<file path="config.mk">
export PLATFORM = sky130hd
export DESIGN_NAME = serial_subtractor
export DESIGN_NICKNAME = d
export VERILOG_FILES = /design/src/rtl/serial_subtractor.sv
export SDC_FILE = /design/constraint.sdc
export NUM_CORES = 1
export LEC_CHECK = 0
export BUFFER_PORTS_ARGS = -buffer_cell sky130_fd_sc_hd__buf_2
export CELL_PAD_IN_SITES_DETAIL_PLACEMENT = 1
export CELL_PAD_IN_SITES_GLOBAL_PLACEMENT = 2
export CORE_ASPECT_RATIO = 0.5
export CORE_MARGIN = 2
export CORE_UTILIZATION = 30
export CTS_CLUSTER_SIZE = 8
export DETAILED_ROUTE_END_ITERATION = 8
export GPL_ROUTABILITY_DRIVEN = 0
export PLACE_DENSITY_LB_ADDON = 0.1
export SLEW_MARGIN = 20
export SYNTH_ARGS = -nofsm -noshare
export SYNTH_HDL_FRONTEND = slang
export SYNTH_SLANG_ARGS = --single-unit
</file>
<file path="constraint.sdc">
create_clock -name i_clk -period 2.2 [get_ports i_clk]
set_input_delay 0.33 -clock i_clk [delete_from_list [all_inputs] [get_ports i_clk]]
set_output_delay 0.33 -clock i_clk [all_outputs]
set_load 0.1 [all_outputs]
</file>
<file path="src/rtl/serial_subtractor.sv">
// Bit-serial subtractor: computes a - b - borrow_in one bit per clock, LSB first,
// using a single full-subtractor cell. Start/done handshake; result held until
// the next completion.
module serial_subtractor #(
    parameter int unsigned WIDTH = 4
) (
    input  logic             i_clk,
    input  logic             i_reset,
    input  logic             i_start,
    input  logic [WIDTH-1:0] i_a,
    input  logic [WIDTH-1:0] i_b,
    input  logic             i_borrow_in,
    output logic             o_busy,
    output logic             o_done,
    output logic [WIDTH-1:0] o_diff,
    output logic             o_borrow_out
);

    localparam int unsigned CntW = $clog2(WIDTH);
    localparam logic [CntW-1:0] LastCnt = CntW'(WIDTH - 1);

    typedef enum logic [1:0] {
        StIdle,
        StRun,
        StDone
    } state_e;

    state_e            state_q, state_d;
    logic [CntW-1:0]   cnt_q, cnt_d;
    logic [WIDTH-1:0]  a_q, a_d;
    logic [WIDTH-1:0]  b_q, b_d;
    logic              br_q, br_d;
    logic [WIDTH-1:0]  res_q, res_d;
    logic [WIDTH-1:0]  diff_q, diff_d;
    logic              bout_q, bout_d;

    logic a_bit, b_bit, d_bit, br_next, accept;

    // Full-subtractor cell on the current bit position.
    always_comb begin
        a_bit   = a_q[cnt_q];
        b_bit   = b_q[cnt_q];
        d_bit   = a_bit ^ b_bit ^ br_q;
        br_next = (~a_bit & b_bit) | (~(a_bit ^ b_bit) & br_q);
    end

    // Next-state logic: start acceptance, per-bit shift, completion.
    always_comb begin
        state_d = state_q;
        cnt_d   = cnt_q;
        a_d     = a_q;
        b_d     = b_q;
        br_d    = br_q;
        res_d   = res_q;
        diff_d  = diff_q;
        bout_d  = bout_q;
        accept  = 1'b0;

        unique case (state_q)
            StIdle: begin
                accept = i_start;
            end
            StRun: begin
                // New bit enters at the MSB so the first bit lands at bit 0.
                res_d = {d_bit, res_q[WIDTH-1:1]};
                br_d  = br_next;
                cnt_d = cnt_q + 1'b1;
                if (cnt_q == LastCnt) begin
                    diff_d  = {d_bit, res_q[WIDTH-1:1]};
                    bout_d  = br_next;
                    cnt_d   = '0;
                    state_d = StDone;
                end
            end
            StDone: begin
                state_d = StIdle;
                accept  = i_start;
            end
            default: begin
                state_d = StIdle;
            end
        endcase

        if (accept) begin
            a_d     = i_a;
            b_d     = i_b;
            br_d    = i_borrow_in;
            cnt_d   = '0;
            res_d   = '0;
            state_d = StRun;
        end
    end

    // State registers with synchronous reset; reset aborts any operation.
    always_ff @(posedge i_clk) begin
        if (i_reset) begin
            state_q <= StIdle;
            cnt_q   <= '0;
            a_q     <= '0;
            b_q     <= '0;
            br_q    <= 1'b0;
            res_q   <= '0;
            diff_q  <= '0;
            bout_q  <= 1'b0;
        end else begin
            state_q <= state_d;
            cnt_q   <= cnt_d;
            a_q     <= a_d;
            b_q     <= b_d;
            br_q    <= br_d;
            res_q   <= res_d;
            diff_q  <= diff_d;
            bout_q  <= bout_d;
        end
    end

    assign o_busy       = (state_q == StRun);
    assign o_done       = (state_q == StDone);
    assign o_diff       = diff_q;
    assign o_borrow_out = bout_q;

endmodule

</file>
# == Word level (Yosys, flattened, before mapping) ==
# Cells that the tools add are included.
# op_classes
addsub,1
mul,0
n_div,0
magnitude_cmp,1
eq_ne,6
shift,0
mux,11
n_bitwise,8
reduce_logical,7
# op_table
cell,n
$mux W1,6
$reduce_and A2 Y1,3
$bmux W1 S2,2
$eq A2 B2 Y1 const B,2
$mux W2,2
$pmux W2 S2,1
$reduce_or A2 Y1,2
$lt A2 B3 Y1 const B,1
$ne A3 B1 Y1 const B,1
$not A1 Y1,3
$add A2 B1 Y2 const B,1
$and A1 B1 Y1,2
$eq A2 B1 Y1 const B,1
$logic_not A2 Y1,1
$ne A2 B1 Y1 const B,1
$ne A2 B2 Y1 const B,1
$reduce_bool A2 Y1,1
$xor A1 B1 Y1,2
$or A1 B1 Y1,1
# word_totals
register_bits,22
latchBits,0
ram_bits,0
romBits,0
output_inout_bits,7
word_cells,43
memories,0

# == Logic depth before layout (Yosys ltp) ==
# depth
ltp_word,8
ltp_mapped,6

# == Worst setup path after synthesis ==
# Ideal clock, no wire load.
# synth_path
path_type,flip-flop to flip-flop
start,register cnt_q[0]
end,register br_q
t_arrival_ns,1.631
setup_slack_ns,0.466
stages_incl_launch_ff,4
n_path_buf,0
period_less_slack_ns,1.734
path_cell_list,dfxtp_1 -> mux4_2 -> fa_1 -> a2111oi_2
# synth_between
elab_chain_cells,8
# synth_rtl
item,line,text
"start, declared",29,"logic [CntW-1:0] cnt_q, cnt_d;"
"start signal, assigned",107,cnt_q <= cnt_d;
$bmux W1 S2 (on tied branches),"41, 42",
$mux W1 (on tied branches),"41, 42",
$xor A1 B1 Y1,44,br_next = (~a_bit & b_bit) | (~(a_bit ^ b_bit) & br_q);
$not A1 Y1,44,
$and A1 B1 Y1,44,
$or A1 B1 Y1 *,44,
$mux W1 *,59,unique case (state_q)
$mux W1 *,84,if (accept) begin
"end signal, assigned",110,br_q <= br_d;
"end, declared",32,"logic br_q, br_d;"
# Every way passes the cells marked *; elsewhere a longest branch is shown, timed or not. The select of a mux whose other input is x is not followed.
# A chain may end at the register's enable or synchronous reset.

# == Worst setup path in the final report ==
# layout_path
start,register cnt_q[0]
end,"register bout_q, in the netlist o_borrow_out"
# layout_between
elab_chain_cells,6
# layout_rtl
item,line,text
$bmux W1 S2 (on tied branches),"41, 42",
$mux W1 (on tied branches),"41, 42",
$xor A1 B1 Y1,44,
$not A1 Y1,44,
$and A1 B1 Y1,44,
$or A1 B1 Y1,44,
"end signal, assigned",113,bout_q <= bout_d;
"end, declared",35,"logic bout_q, bout_d;"
# Parallel ways exist; a longest one is shown, timed or not. The select of a mux whose other input is x is not followed.

==> results_dict.tcl <==
set metrics [dict create \
    pin_count_of_the_biggest_net_entering_global_routing 17 \
    global_route_wire_length_before_repair_um 3680 \
    total_congestion_overflow 0 \
    crit_type "flop to flop" \
    totalWireLength_um 2130 \
    sequential_area_share_after_synthesis 0.477 \
    clock_latency_ns 0.26 \
    route.detailed.wl_per_inst_um 13.9 \
    synthesis.nets 113 \
    pwr_density_cell_mw_per_mm2 743 \
    cap_violations 0 \
    path_buf_inv 0 \
    crit_path_arrival_time_ns 2.05 \
    rsz0062_at_grt "false" \
    postCtsHoldBufs 0 \
    viasPerCell 4.61 \
    core_region_area_mm2 0.00268 \
    worstSetupEndpointType "flop" \
    cts_resized 0 \
    cts.sink_count 21 \
    synthesis.yosys.warnings 0 \
    first_iter_violations 28 \
    cts-root-buf "clkbuf_8" \
    number_of_synthesized_register_bits 21 \
    synthTopCellsByCount "nand2_1 (29), dfxtp_1 (21), a21oi_1 (18)" \
    slew_viol_final 0 \
    fin_crit_sh 0.860 \
    multi_input_comb_area_um2 398 \
    finalHoldViolations 0 \
    initial_core_util 0.328 \
    post_cts_buffers 0 \
    setup_tns_ns 0 \
    syn-cell-area_um2 881 \
    first_global_vias 708 \
    p_leak_nw 0.400 \
    fin_crit_period_ns 1.89 \
    achievable-frequency_ghz 0.529 \
    synth_enable_flop_cells 0 \
    post-dp-hpwl_um 1550 \
    hold_path_class "input port to flop" \
    row_count 13 \
    antenna_found_initial 0 \
    drtAntennaViolNets 0 \
    worst_path_clk_slew_ns 0.08 \
    die_width_um 80.6 \
    clock_tree.htree_level_count 1 \
    crit_path_top_delay_cell "mux4_2" \
    netlist_top_cells_area "dfxtp_1 (48%), nand2_1 (12%), a21oi_1 (10%)" \
    final-seq-area_um2 420 \
    fin_worst_skew_ns 0.00216 \
    synthDominantCellAreaShare 0.477 \
    ir_drop_mv 0.282 \
    synth.lib_cells_used.distinct 23 \
    n_fill_cell 324 \
    clock_tree_from_tritoncts "done" \
    crit_fanout 5 \
    synth-async-reset-ratio 0 \
    max_slew.worst_pin.slew_ns 0.485 \
    proportion_of_layout_cells_with_a_drive_suffix_above_1 0.241 \
    synth_top_area_cell "dfxtp_1" \
    dr.pass1.iters 4 \
    yosysMostFrequentCell "nand2_1" \
    post-route-drc-count 0 \
    area_growth_pct 15.9 \
    global_route.usage.total 0.147 \
    finalPower_mw 0.759 \
    crit_family "multiplexers" \
    ys.flop_type "dfxtp_1" \
    die_height_um 42.3 \
    max-clock-path-buffers 2 \
    antenna_cells 0 \
    cp_data_required_time_ns 2.36 \
    mean_instance_size_in_the_synthesized_netlist_um2 8.90 \
    syn-instance-count 99 \
    route.vias.total 705 \
    outcome "finished clean" \
    finalNetCount 131 \
    slew_headroom 0.679 \
    numCtsBuffers 3 \
    number_of_primary_i_o_pins 19 \
    setup.worst_path.start_class "flop" \
    max_stage_delay_ns 0.56 \
    report.final.setup_viol 0 \
    critical_path.cell_chain "mux4_2, fa_1, a311oi_1" \
    design.die.area_mm2 0.00341 \
    buffer_ports.inserted 18 \
]
worst min-delay path: cells and delay by family:
family	cells	cell delay (ns)
compound gates	1	0.05
simple gates	1	0.04
buf+inv	1	0.09
placed cells by master, fill, tap and decap left out:
cell type,instances
inv_1,2
mux4_2,2
ha_1,1
a2111oi_2,1
buf_2,18
or3_1,1
nand3b_1,1
clkbuf_8,3
clkbuf_1,1
nand3_1,4
a21oi_1,18
o21a_1,1
buf_4,1
and2b_2,1
nor2_1,3
nor3_2,1
nand2_1,29
fa_1,1
and2b_1,1
inv_4,1
dfxtp_1,21
nand2b_1,3
a311oi_1,1
final timing paths:
path / to / slack (ns) / start / cells past startpoint
hold / removal: b_q[3] / 0.30 / i_b[3] / 3
hold reg to reg: o_diff[2] / 0.45 / o_diff[2] / 2
setup / recovery: o_borrow_out / 0.31 / cnt_q[0] / 3
setup reg to reg: o_borrow_out / 0.31 / cnt_q[0] / 3
area by class of cell:
class,count,share of cell area
multi-input cells,69,0.390
inverters,3,0.0135
well taps,37,0.0453
repair buffers,19,0.0956
clock buffers,4,0.0441
flip-flops and latches,21,0.412
cell families (layout without fill, tap and decap cells):
family,count (synthesis),count (layout),synth area share
muxes,2,2,0.0511
buffers and inverters,9,26,0.0710
DFF,21,21,0.477
and+or+nand+nor,44,44,0.226
adders and majority gates,2,2,0.0369
AOI/OAI and AO/OA,21,21,0.138
registers in the layout (all words and copies together), names as in the netlist:
register and count:
a_q 4, b_q 4, res_q 3, o_diff 4
o_borrow_out 1, state_q 2, cnt_q 2, br_q 1
stage by stage:
stage	std cells	utilization	hold slack, ns	area, um2	worst slack, ns
2_1_floorplan	99	-	0.399	881	0.466
3_3_place_gp	149	0.364	0.441	976	0.430
3_5_place_dp	149	0.364	0.445	976	0.297
4_1_cts	153	0.380	0.300	1020	0.276
5_1_grt	153	0.380	0.303	1020	0.165
6_report	153	0.380	0.302	1020	0.309
power breakdown:
group | total (mW) | switching, mW | leakage, nW | internal, mW
logic | 0.0969 | 0.0606 | 0.206 | 0.0363
registers | 0.408 | 0.0127 | 0.171 | 0.395
clock network | 0.254 | 0.125 | 0.0228 | 0.129
per-layer routing:
metal	vias to the layer above	GRT usage	part of all wire
met5	-	0	0
met4	0	0.0407	0.0056
met3	2	0.0582	0.049
met2	15	0.233	0.45
met1	324	0.187	0.50
li1	364	-	-
No activity file was read; power rests on OpenSTA's default activity.
